===== config.mk =====
export PLATFORM = sky130hd
export DESIGN_NAME = alu_seq_flat
export DESIGN_NICKNAME = d
export VERILOG_FILES = /design/src/rtl/alu_seq_if.sv /design/src/rtl/alu_seq.sv /design/src/flat_wrapper.sv
export SDC_FILE = /design/constraint.sdc
export NUM_CORES = 1
export LEC_CHECK = 0
export BUFFER_PORTS_ARGS = -buffer_cell sky130_fd_sc_hd__buf_4
export CAP_MARGIN = 20
export CORE_ASPECT_RATIO = 0.75
export CORE_MARGIN = 3
export CORE_UTILIZATION = 39
export CTS_BUF_LIST = sky130_fd_sc_hd__clkbuf_4 sky130_fd_sc_hd__clkbuf_8
export DETAILED_ROUTE_END_ITERATION = 12
export PLACE_DENSITY = 0.55
export SLEW_MARGIN = 20
export SYNTH_ARGS = -nofsm -noshare
export SYNTH_HDL_FRONTEND = slang
export SYNTH_SLANG_ARGS = --single-unit

===== constraint.sdc =====
create_clock -name clk -period 8.85 [get_ports clk]
set_input_delay 0.4425 -clock clk [delete_from_list [all_inputs] [get_ports clk]]
set_output_delay 0.4425 -clock clk [all_outputs]
set_load 0.1 [all_outputs]

===== src/rtl/alu_seq_if.sv =====
// Operand/opcode request bundle and registered result/status outputs of alu_seq.
interface alu_seq_if #(
  parameter int size = 16
);
  logic            start;
  logic [size-1:0] A;
  logic [size-1:0] B;
  logic [3:0]      control;
  logic            busy;
  logic            done;
  logic [size-1:0] res;
  logic [3:0]      flags;
  logic [2:0]      rgb;

  modport master (output start, A, B, control, input busy, done, res, flags, rgb);
  modport slave  (input start, A, B, control, output busy, done, res, flags, rgb);
endinterface


===== src/rtl/alu_seq.sv =====
// Registered ALU: add/sub/and/or in one cycle, shift-add MUL and restoring DIV in size cycles.
// start is only sampled while idle; res/flags hold between done pulses; rgb is PWM-dimmed op colour.
module alu_seq #(
  parameter int size     = 16,
  parameter int PWM_BITS = 8,
  parameter int BRIGHT   = 64
) (
  input logic     clk,
  input logic     rst,
  alu_seq_if.slave bus
);
  localparam logic [3:0] OP_ADD = 4'b1000;
  localparam logic [3:0] OP_SUB = 4'b0100;
  localparam logic [3:0] OP_MUL = 4'b0010;
  localparam logic [3:0] OP_DIV = 4'b0011;
  localparam logic [3:0] OP_AND = 4'b0001;
  localparam logic [3:0] OP_OR  = 4'b1100;
  localparam int CW = $clog2(size);
  localparam logic [CW-1:0] LAST = CW'(size - 1);
  localparam logic [PWM_BITS:0] BRIGHT_W = (PWM_BITS + 1)'(BRIGHT);

  typedef enum logic [1:0] {S_IDLE, S_MUL, S_DIV} state_t;

  state_t              state_q, state_d;
  logic [CW-1:0]       cnt_q, cnt_d;
  logic [2*size-1:0]   prod_q, prod_d, mcand_q, mcand_d;
  logic [size-1:0]     mplier_q, mplier_d;
  logic [size-1:0]     rem_q, rem_d, quo_q, quo_d, dvsr_q, dvsr_d;
  logic [size-1:0]     res_q, res_d;
  logic [3:0]          flags_q, flags_d;
  logic [2:0]          col_q, col_d;
  logic                done_q, done_d;
  logic [PWM_BITS-1:0] pwm_q, pwm_d;

  logic [2*size-1:0] prod_nx;
  logic [size:0]     sum, rem_sh, trial;
  logic [size-1:0]   rem_nx, quo_nx;
  logic              fin, fin_n, fin_c, fin_e;
  logic [size-1:0]   fin_res;
  logic [2:0]        fin_col;

  always_comb begin
    state_d  = state_q;
    cnt_d    = cnt_q;
    prod_d   = prod_q;
    mcand_d  = mcand_q;
    mplier_d = mplier_q;
    rem_d    = rem_q;
    quo_d    = quo_q;
    dvsr_d   = dvsr_q;
    res_d    = res_q;
    flags_d  = flags_q;
    col_d    = col_q;
    done_d   = 1'b0;
    pwm_d    = pwm_q + 1'b1;
    fin      = 1'b0;
    fin_n    = 1'b0;
    fin_c    = 1'b0;
    fin_e    = 1'b0;
    fin_res  = '0;
    fin_col  = 3'b000;

    prod_nx = mplier_q[0] ? prod_q + mcand_q : prod_q;
    sum     = {1'b0, bus.A} + {1'b0, bus.B};
    // Restoring step: a borrow out of the trial subtraction means the quotient bit is 0.
    rem_sh  = {rem_q, quo_q[size-1]};
    trial   = rem_sh - {1'b0, dvsr_q};
    rem_nx  = trial[size] ? rem_sh[size-1:0] : trial[size-1:0];
    quo_nx  = {quo_q[size-2:0], ~trial[size]};

    case (state_q)
      S_IDLE: begin
        if (bus.start) begin
          case (bus.control)
            OP_ADD: begin
              fin = 1'b1; fin_res = sum[size-1:0]; fin_c = sum[size]; fin_col = 3'b001;
            end
            OP_SUB: begin
              fin = 1'b1; fin_col = 3'b010;
              if (bus.B > bus.A) begin
                fin_res = bus.B - bus.A; fin_n = 1'b1; fin_c = 1'b1;
              end else begin
                fin_res = bus.A - bus.B;
              end
            end
            OP_MUL: begin
              state_d  = S_MUL;
              cnt_d    = '0;
              prod_d   = '0;
              mcand_d  = {{size{1'b0}}, bus.A};
              mplier_d = bus.B;
            end
            OP_DIV: begin
              if (bus.B == '0) begin
                fin = 1'b1; fin_res = '1; fin_e = 1'b1; fin_col = 3'b111;
              end else begin
                state_d = S_DIV;
                cnt_d   = '0;
                rem_d   = '0;
                quo_d   = bus.A;
                dvsr_d  = bus.B;
              end
            end
            OP_AND: begin
              fin = 1'b1; fin_res = bus.A & bus.B; fin_col = 3'b100;
            end
            OP_OR: begin
              fin = 1'b1; fin_res = bus.A | bus.B; fin_col = 3'b101;
            end
            default: begin
              fin = 1'b1; fin_e = 1'b1; fin_col = 3'b111;
            end
          endcase
        end
      end
      S_MUL: begin
        prod_d   = prod_nx;
        mcand_d  = mcand_q << 1;
        mplier_d = mplier_q >> 1;
        cnt_d    = cnt_q + 1'b1;
        if (cnt_q == LAST) begin
          state_d = S_IDLE;
          fin = 1'b1; fin_res = prod_nx[size-1:0]; fin_c = |prod_nx[2*size-1:size];
          fin_col = 3'b011;
        end
      end
      S_DIV: begin
        rem_d = rem_nx;
        quo_d = quo_nx;
        cnt_d = cnt_q + 1'b1;
        if (cnt_q == LAST) begin
          state_d = S_IDLE;
          fin = 1'b1; fin_res = quo_nx; fin_col = 3'b110;
        end
      end
      default: state_d = S_IDLE;
    endcase

    if (fin) begin
      res_d   = fin_res;
      flags_d = {fin_n, (fin_res == '0), fin_c, fin_e};
      col_d   = fin_col;
      done_d  = 1'b1;
    end
  end

  always_ff @(posedge clk or posedge rst) begin
    if (rst) begin
      state_q  <= S_IDLE;
      cnt_q    <= '0;
      prod_q   <= '0;
      mcand_q  <= '0;
      mplier_q <= '0;
      rem_q    <= '0;
      quo_q    <= '0;
      dvsr_q   <= '0;
      res_q    <= '0;
      flags_q  <= '0;
      col_q    <= '0;
      done_q   <= 1'b0;
      pwm_q    <= '0;
    end else begin
      state_q  <= state_d;
      cnt_q    <= cnt_d;
      prod_q   <= prod_d;
      mcand_q  <= mcand_d;
      mplier_q <= mplier_d;
      rem_q    <= rem_d;
      quo_q    <= quo_d;
      dvsr_q   <= dvsr_d;
      res_q    <= res_d;
      flags_q  <= flags_d;
      col_q    <= col_d;
      done_q   <= done_d;
      pwm_q    <= pwm_d;
    end
  end

  assign bus.busy  = (state_q != S_IDLE);
  assign bus.done  = done_q;
  assign bus.res   = res_q;
  assign bus.flags = flags_q;
  assign bus.rgb   = col_q & {3{({1'b0, pwm_q} < BRIGHT_W)}};
endmodule


===== src/flat_wrapper.sv =====
// flat-port wrapper written by rule: the top's interface ports become plain ports
module alu_seq_flat 
#(
  parameter int size     = 16,
  parameter int PWM_BITS = 8,
  parameter int BRIGHT   = 64
)
  (clk, rst, bus_start, bus_A, bus_B, bus_control, bus_busy, bus_done, bus_res, bus_flags, bus_rgb);
  alu_seq_if #(.size(size)) bus_i ();
  input logic clk;
  input logic rst;
  input wire logic [$bits(bus_i.start)-1:0] bus_start;
  input wire logic [$bits(bus_i.A)-1:0] bus_A;
  input wire logic [$bits(bus_i.B)-1:0] bus_B;
  input wire logic [$bits(bus_i.control)-1:0] bus_control;
  output wire logic [$bits(bus_i.busy)-1:0] bus_busy;
  output wire logic [$bits(bus_i.done)-1:0] bus_done;
  output wire logic [$bits(bus_i.res)-1:0] bus_res;
  output wire logic [$bits(bus_i.flags)-1:0] bus_flags;
  output wire logic [$bits(bus_i.rgb)-1:0] bus_rgb;
  assign bus_i.start = bus_start;
  assign bus_i.A = bus_A;
  assign bus_i.B = bus_B;
  assign bus_i.control = bus_control;
  assign bus_busy = bus_i.busy;
  assign bus_done = bus_i.done;
  assign bus_res = bus_i.res;
  assign bus_flags = bus_i.flags;
  assign bus_rgb = bus_i.rgb;
  alu_seq #(.size(size), .PWM_BITS(PWM_BITS), .BRIGHT(BRIGHT)) u_core (.clk(clk), .rst(rst), .bus(bus_i));
endmodule

Yosys cells after proc, flatten, opt, wreduce, memory -nomap -nowiden:

Index checks and enable logic that the tools add are counted.

* input bits: 39
* logic and storage cells: 116
* flip-flop bits (word level): 166
* output and inout port bits: 25

* bitwise gates (word level): 5
* add/subtract/negate cells: 7
* magnitude comparators: 2
* equality and inequality tests: 16
* multiplexer cells: 58
* reduce and logical (&&, ||, !) cells: 15

Operators by type and width (count)
* $mux 16: 14
* $mux 32: 5
* $pmux 32 s2: 2
* $pmux 16 s2: 3
* $pmux 16 s5: 1
* $pmux 16 s3: 1
* $add 32x32->32: 1
* $logic_not 16->1: 2
* $sub 16x16->16: 2
* $pmux 3 s6: 1
* $add 16x16->17: 1
* $sub 17x16->17: 1
* $and 16x16->16: 1
* $gt 16x16->1: 1
* $or 16x16->16: 1
* $pmux 4 s2: 2
* $reduce_and 4->1: 4
* $reduce_or 16->1: 1
* $eq 4x4->1 const B: 3
* $mux 1: 12
* $pmux 1 s2: 5
* $mux 3: 3
* $pmux 3 s3: 1
* $add 8x1->8 const B: 1
* other kinds (20): 34

Longest topological paths before layout:

* depth in word-level cells: 6
* mapped depth: 16
* depth with buffers taken out: 15

Worst setup path before layout:

No wires, ideal clock.

* path kind: in2reg
* start point: in bus_B[6]
* end point: reg u_core.flags_q[2] (netlist: u_core.bus.flags[2])
* path buffers: 0
* required time: 8.774 ns
* stages: 13
* setup time: 0.076 ns
* setup slack: 5.091 ns
* arrival time: 3.683 ns
* path through: inv_1 -> ha_1 -> or4_4 -> a31oi_4 -> nor3_2 -> o211a_2 -> nor2_4 -> mux2_4 -> a221oi_2 -> nand3b_1 -> a2111o_1 -> or4_1 -> o21ai_1

* longest elaborated chain between the ends: 6
* elaborated cells on any way between the ends: 17
* those cells by class: 3 x add/sub; 1 x order compare; 9 x mux; 2 x bitwise; 2 x reduce/logical

Ends and longest elaborated chain
* start: declaration: line flat_wrapper.sv:14 `input wire logic [$bits(bus_i.B)-1:0] bus_B;`
* $sub 16x16->16, or another cell as far along: line alu_seq.sv:83 `fin_res = bus.A - bus.B;`
* $mux 16, on equally long branches: line alu_seq.sv:80, alu_seq.sv:94
* $pmux 16 s5: line alu_seq.sv:74 `case (bus.control)`
* $mux 16: line alu_seq.sv:73 `if (bus.start) begin`
* $pmux 16 s3: line alu_seq.sv:71 `case (state_q)`
* $logic_not 16->1: line alu_seq.sv:141 `flags_d = {fin_n, (fin_res == '0), fin_c, fin_e};`
* end signal: assignment: line alu_seq.sv:172 `flags_q <= flags_d;`
* end: declaration: line alu_seq.sv:30 `logic [3:0] flags_q, flags_d;`

Several ways; a longest one is shown, not always the timed one.
A chain may end at the register's enable or synchronous reset.

Final worst setup path:

* start point: in bus_B[0]
* end point: reg u_core.flags_q[2] (netlist: u_core.bus.flags[2])

Same word-level chain as after synthesis.

==> flow_metrics.py <==
metrics = {
    "layout": {
        "most-common-layout-cells": "226 x nand2_1, 172 x o21ai_0, 166 x dfrtp_1",
        "drive_above_1_share": 0.100,
        "diodes": 0,
        "nets": 1766,
        "multi_input_area_um2": 8530,
        "fillers": 3298,
        "final_common_cell": "nand2_1",
        "finalNonFillerCells": 2061,
        "regArea_um2": 4150,
        "area_growth_pct": 9.95,
        "fin_area_um2": 14600,
        "final_util": 0.442,
    },
    "timing": {
        "min_period_over_period": 0.482,
        "period_needed_ps": 4260,
        "finClkSkew_ps": 20.7,
        "relSlewSlack": 0.326,
        "hold_viol_final": 0,
        "fin_tns_setup_ps": 0,
        "rsz0062_at_grt": "no",
        "slew_violations": 0,
        "whs_ps": 265,
        "fmax_ghz": 0.235,
        "setup_viol": 0,
        "worst_slew_pin_slew_ps": 1010,
    },
    "worst_setup_path": {
        "cp_cell_sequence": "buf_4, inv_1, ha_1, inv_1, fa_1, or3b_1, a31oi_4, nor3_2, o211a_2, nor2_4, mux2_4, a221oi_2, nand3b_1, a2111o_1, or4_1, o21ai_1",
        "cp.required_ps": 9290,
        "worstSetupPathType": "in -> reg",
        "r2r-start": "u_core.mcand_q[0]",
        "rrSetupSlack_ps": 4610,
        "slowest_stage": "or4_1",
        "crit_fanout": 15,
        "critPathLaunchType": "input pin",
        "cp_common_cell": "inv_1",
        "worstPathArrival_ps": 4700,
        "reg2reg_depth": 13,
        "cpPeakStageDelay_ps": 530,
        "cp-end-kind": "flip-flop",
        "rr_endpoint": "u_core.bus.flags[1]",
    },
    "detailed_routing": {
        "drtPass1Iterations": 5,
        "drtAntennaViolNets": 0,
        "drc": 0,
        "dr_total_vias": 12100,
        "viasPerCell": 5.89,
        "wire_per_inst_um": 22.4,
        "drt-initial-drc-count": 1009,
        "wirelength_um": 46100,
    },
    "power_and_ir_drop": {
        "ir_worst_vdd_v": 0.000217,
        "seq_power_share": 0.322,
        "switching_share": 0.493,
        "cellPowerDensity_nw_per_um2": 263,
        "p_int_mw": 1.94,
        "combPwrFrac": 0.528,
        "leakage_nw": 6.69,
        "p_clk_frac": 0.150,
        "switchingPower_mw": 1.89,
    },
    "worst_hold_path": {
        "min_from": "bus_B[10]",
        "hold_end": "u_core.mplier_q[10]",
        "hold_path_depth": 3,
        "min_path_type": "in -> reg",
    },
    "yosys": {
        "synth-edff-count": 0,
        "synth.distinct_cells": 88,
        "synth_compound_area_frac": 0.238,
        "synth_ff_type": "dfrtp_1",
        "yosys_register_bits": 166,
        "synth_seq_area_share": 0.314,
        "synth_fa_ha_area_frac": 0.117,
        "avgSynthCellArea_um2": 8.37,
        "yosys_warnings": 0,
        "syn_inst": 1582,
        "synthMuxAreaShare": 0.0681,
        "netlist_area_um2": 13200,
        "synth-simple-area-share": 0.182,
        "synthArstFlopShare": 1.00,
        "synth_nets": 1742,
        "synth_xor_area_frac": 0.0343,
        "synth_top_family_by_area": "compound AO/OA/AOI/OAI gates",
    },
    "grt": {
        "grt_pass1_vias": 11400,
        "grt_max_degree": 62,
        "gr-total-overflow": 0,
        "grt_usage": 0.253,
        "antenna_found_initial": 2,
        "grt_pass1_wl_um": 70200,
    },
    "clock_tree": {
        "cts_tree": "yes",
        "post_cts_resized": 0,
        "holdBufCountCts": 1,
        "htreeDepth": 4,
        "cts.path.max_buffers": 2,
        "postCtsSetupBuffers": 0,
        "clk_pin_slew_worst_paths_ps": 110,
        "clock-sinks": 166,
        "cts_root_buf": "clkbuf_8",
        "insertion_delay_ps": 510,
        "cts_buffers": 17,
    },
    "place": {
        "dp_hpwl_um": 34700,
        "postPlaceCellArea_um2": 14200,
        "gp_congestion": 0.983,
        "portBuffers": 63,
        "place_inst": 2028,
    },
    "outcome": {
        "status": "finished, final reports clean",
    },
    "die": {
        "initial_utilization": 0.402,
        "die-area_um2": 36200,
        "ios": 64,
        "coreArea_um2": 32900,
        "rows": 57,
        "die_h_um": 166,
        "die_width_um": 219,
    },
    "run": {
        "drv_cap": 0,
    },
}
-- final cells by class --
type	count	share of cell area
Sequential cell	166	0.285
Inverter	82	0.0215
Timing Repair Buffer	83	0.0429
Clock inverter	12	0.00816
Tap cell	442	0.0380
Clock buffer	20	0.0185
Multi-Input combinational cell	1256	0.586
-- metal layers --
layer / global-route usage / part of all wire / vias up
li1: - / - / 5757
met1: 0.396 / 0.50 / 5897
met2: 0.343 / 0.39 / 437
met3: 0.0654 / 0.083 / 40
met4: 0.0608 / 0.020 / 0
met5: 0 / 0 / -
-- worst max-delay path, delay by kind of cell --
family / cells / cell delay, ps
AO/OA/AOI/OAI: 5 / 1500
AND/OR/NAND/NOR: 5 / 1440
adder cells (fa/ha/maj): 2 / 610
buffers and inverters: 3 / 350
multiplexers: 1 / 350
-- cell families (layout without fill, tap and decap cells) --
family,after synthesis,count (layout)
flops,166,166
fa+ha+maj,121,121
simple gates,512,512
xor+xnor,51,51
mux,88,88
compound gates,484,484
buf+inv,160,197
-- worst max-delay path by stage --
stage | start | endpoint | slack, ps | depth (start not counted)
after floorplan | rst | u_core.bus.done | 3920 | 1
after global placement | bus_B[6] | u_core.bus.flags[2] | 4200 | 14
after detailed placement | bus_B[0] | u_core.bus.flags[2] | 4210 | 16
after CTS | u_core.mcand_q[0] | u_core.bus.flags[1] | 4660 | 13
after global routing | u_core.mcand_q[0] | u_core.bus.flags[1] | 4390 | 13
final | bus_B[0] | u_core.bus.flags[2] | 4590 | 16
-- stage by stage --
step | setup WS, ps | power, mW
after global routing | 4390 | 4.11
after global placement | 4200 | 3.23
after floorplan | 3920 | 2.67
after detailed placement | 4210 | 3.25
after CTS | 4660 | 3.84
final | 4590 | 3.83
-- power groups by stage --
stage / sequential, mW / clock [mW] / combinational [mW]
2_1_floorplan: 1.29 / 0 / 1.37
3_3_place_gp: 1.24 / 0 / 1.99
3_5_place_dp: 1.24 / 0 / 2.01
4_1_cts: 1.23 / 0.593 / 2.02
5_1_grt: 1.26 / 0.623 / 2.23
6_report: 1.23 / 0.574 / 2.03
-- sequential cells by signal, summed over array words and instances (netlist names), 2 cells and up --
| name | count |
|---|---|
| u_core.pwm_q | 8 |
| u_core.prod_q | 32 |
| u_core.mcand_q | 32 |
| u_core.mplier_q | 16 |
| u_core.state_q | 2 |
| u_core.cnt_q | 4 |
| u_core.quo_q | 16 |
| u_core.dvsr_q | 16 |
| u_core.bus.res | 16 |
| u_core.rem_q | 16 |
| u_core.col_q | 3 |
| u_core.bus.flags | 4 |
-- Yosys cell counts (all sizes together), types with 5 or more instances --
| library cell | instances | area, um^2 |
|---|---|---|
| nand4 | 8 | 50.1 |
| o2111ai | 6 | 52.6 |
| clkbuf | 63 | 236 |
| nand2 | 227 | 855 |
| nor4 | 19 | 131 |
| a21boi | 10 | 75.1 |
| a221oi | 13 | 126 |
| and3 | 11 | 68.8 |
| o31ai | 19 | 143 |
| xor2 | 23 | 201 |
| and2 | 11 | 68.8 |
| o211ai | 13 | 111 |
| o21a | 14 | 105 |
| mux2i | 74 | 741 |
| or3 | 11 | 68.8 |
| buf | 15 | 75.1 |
| mux2 | 14 | 161 |
| or4 | 6 | 48.8 |
| nor3 | 31 | 160 |
| ha | 116 | 1450 |
| a22o | 20 | 175 |
| a21oi | 82 | 414 |
| nor2b | 16 | 100 |
| nand3b | 6 | 45.0 |
| a211oi | 22 | 165 |
| nand3 | 34 | 170 |
| nand2b | 18 | 113 |
| dfrtp | 166 | 4150 |
| nor2 | 93 | 357 |
| a31oi | 16 | 115 |
| a22oi | 5 | 37.5 |
| o21ai | 175 | 876 |
| fa | 5 | 100 |
| inv | 82 | 308 |
| xnor2 | 28 | 253 |
| o21bai | 9 | 67.6 |
| a21o | 27 | 203 |
No activity file was read; power rests on OpenSTA's default activity.
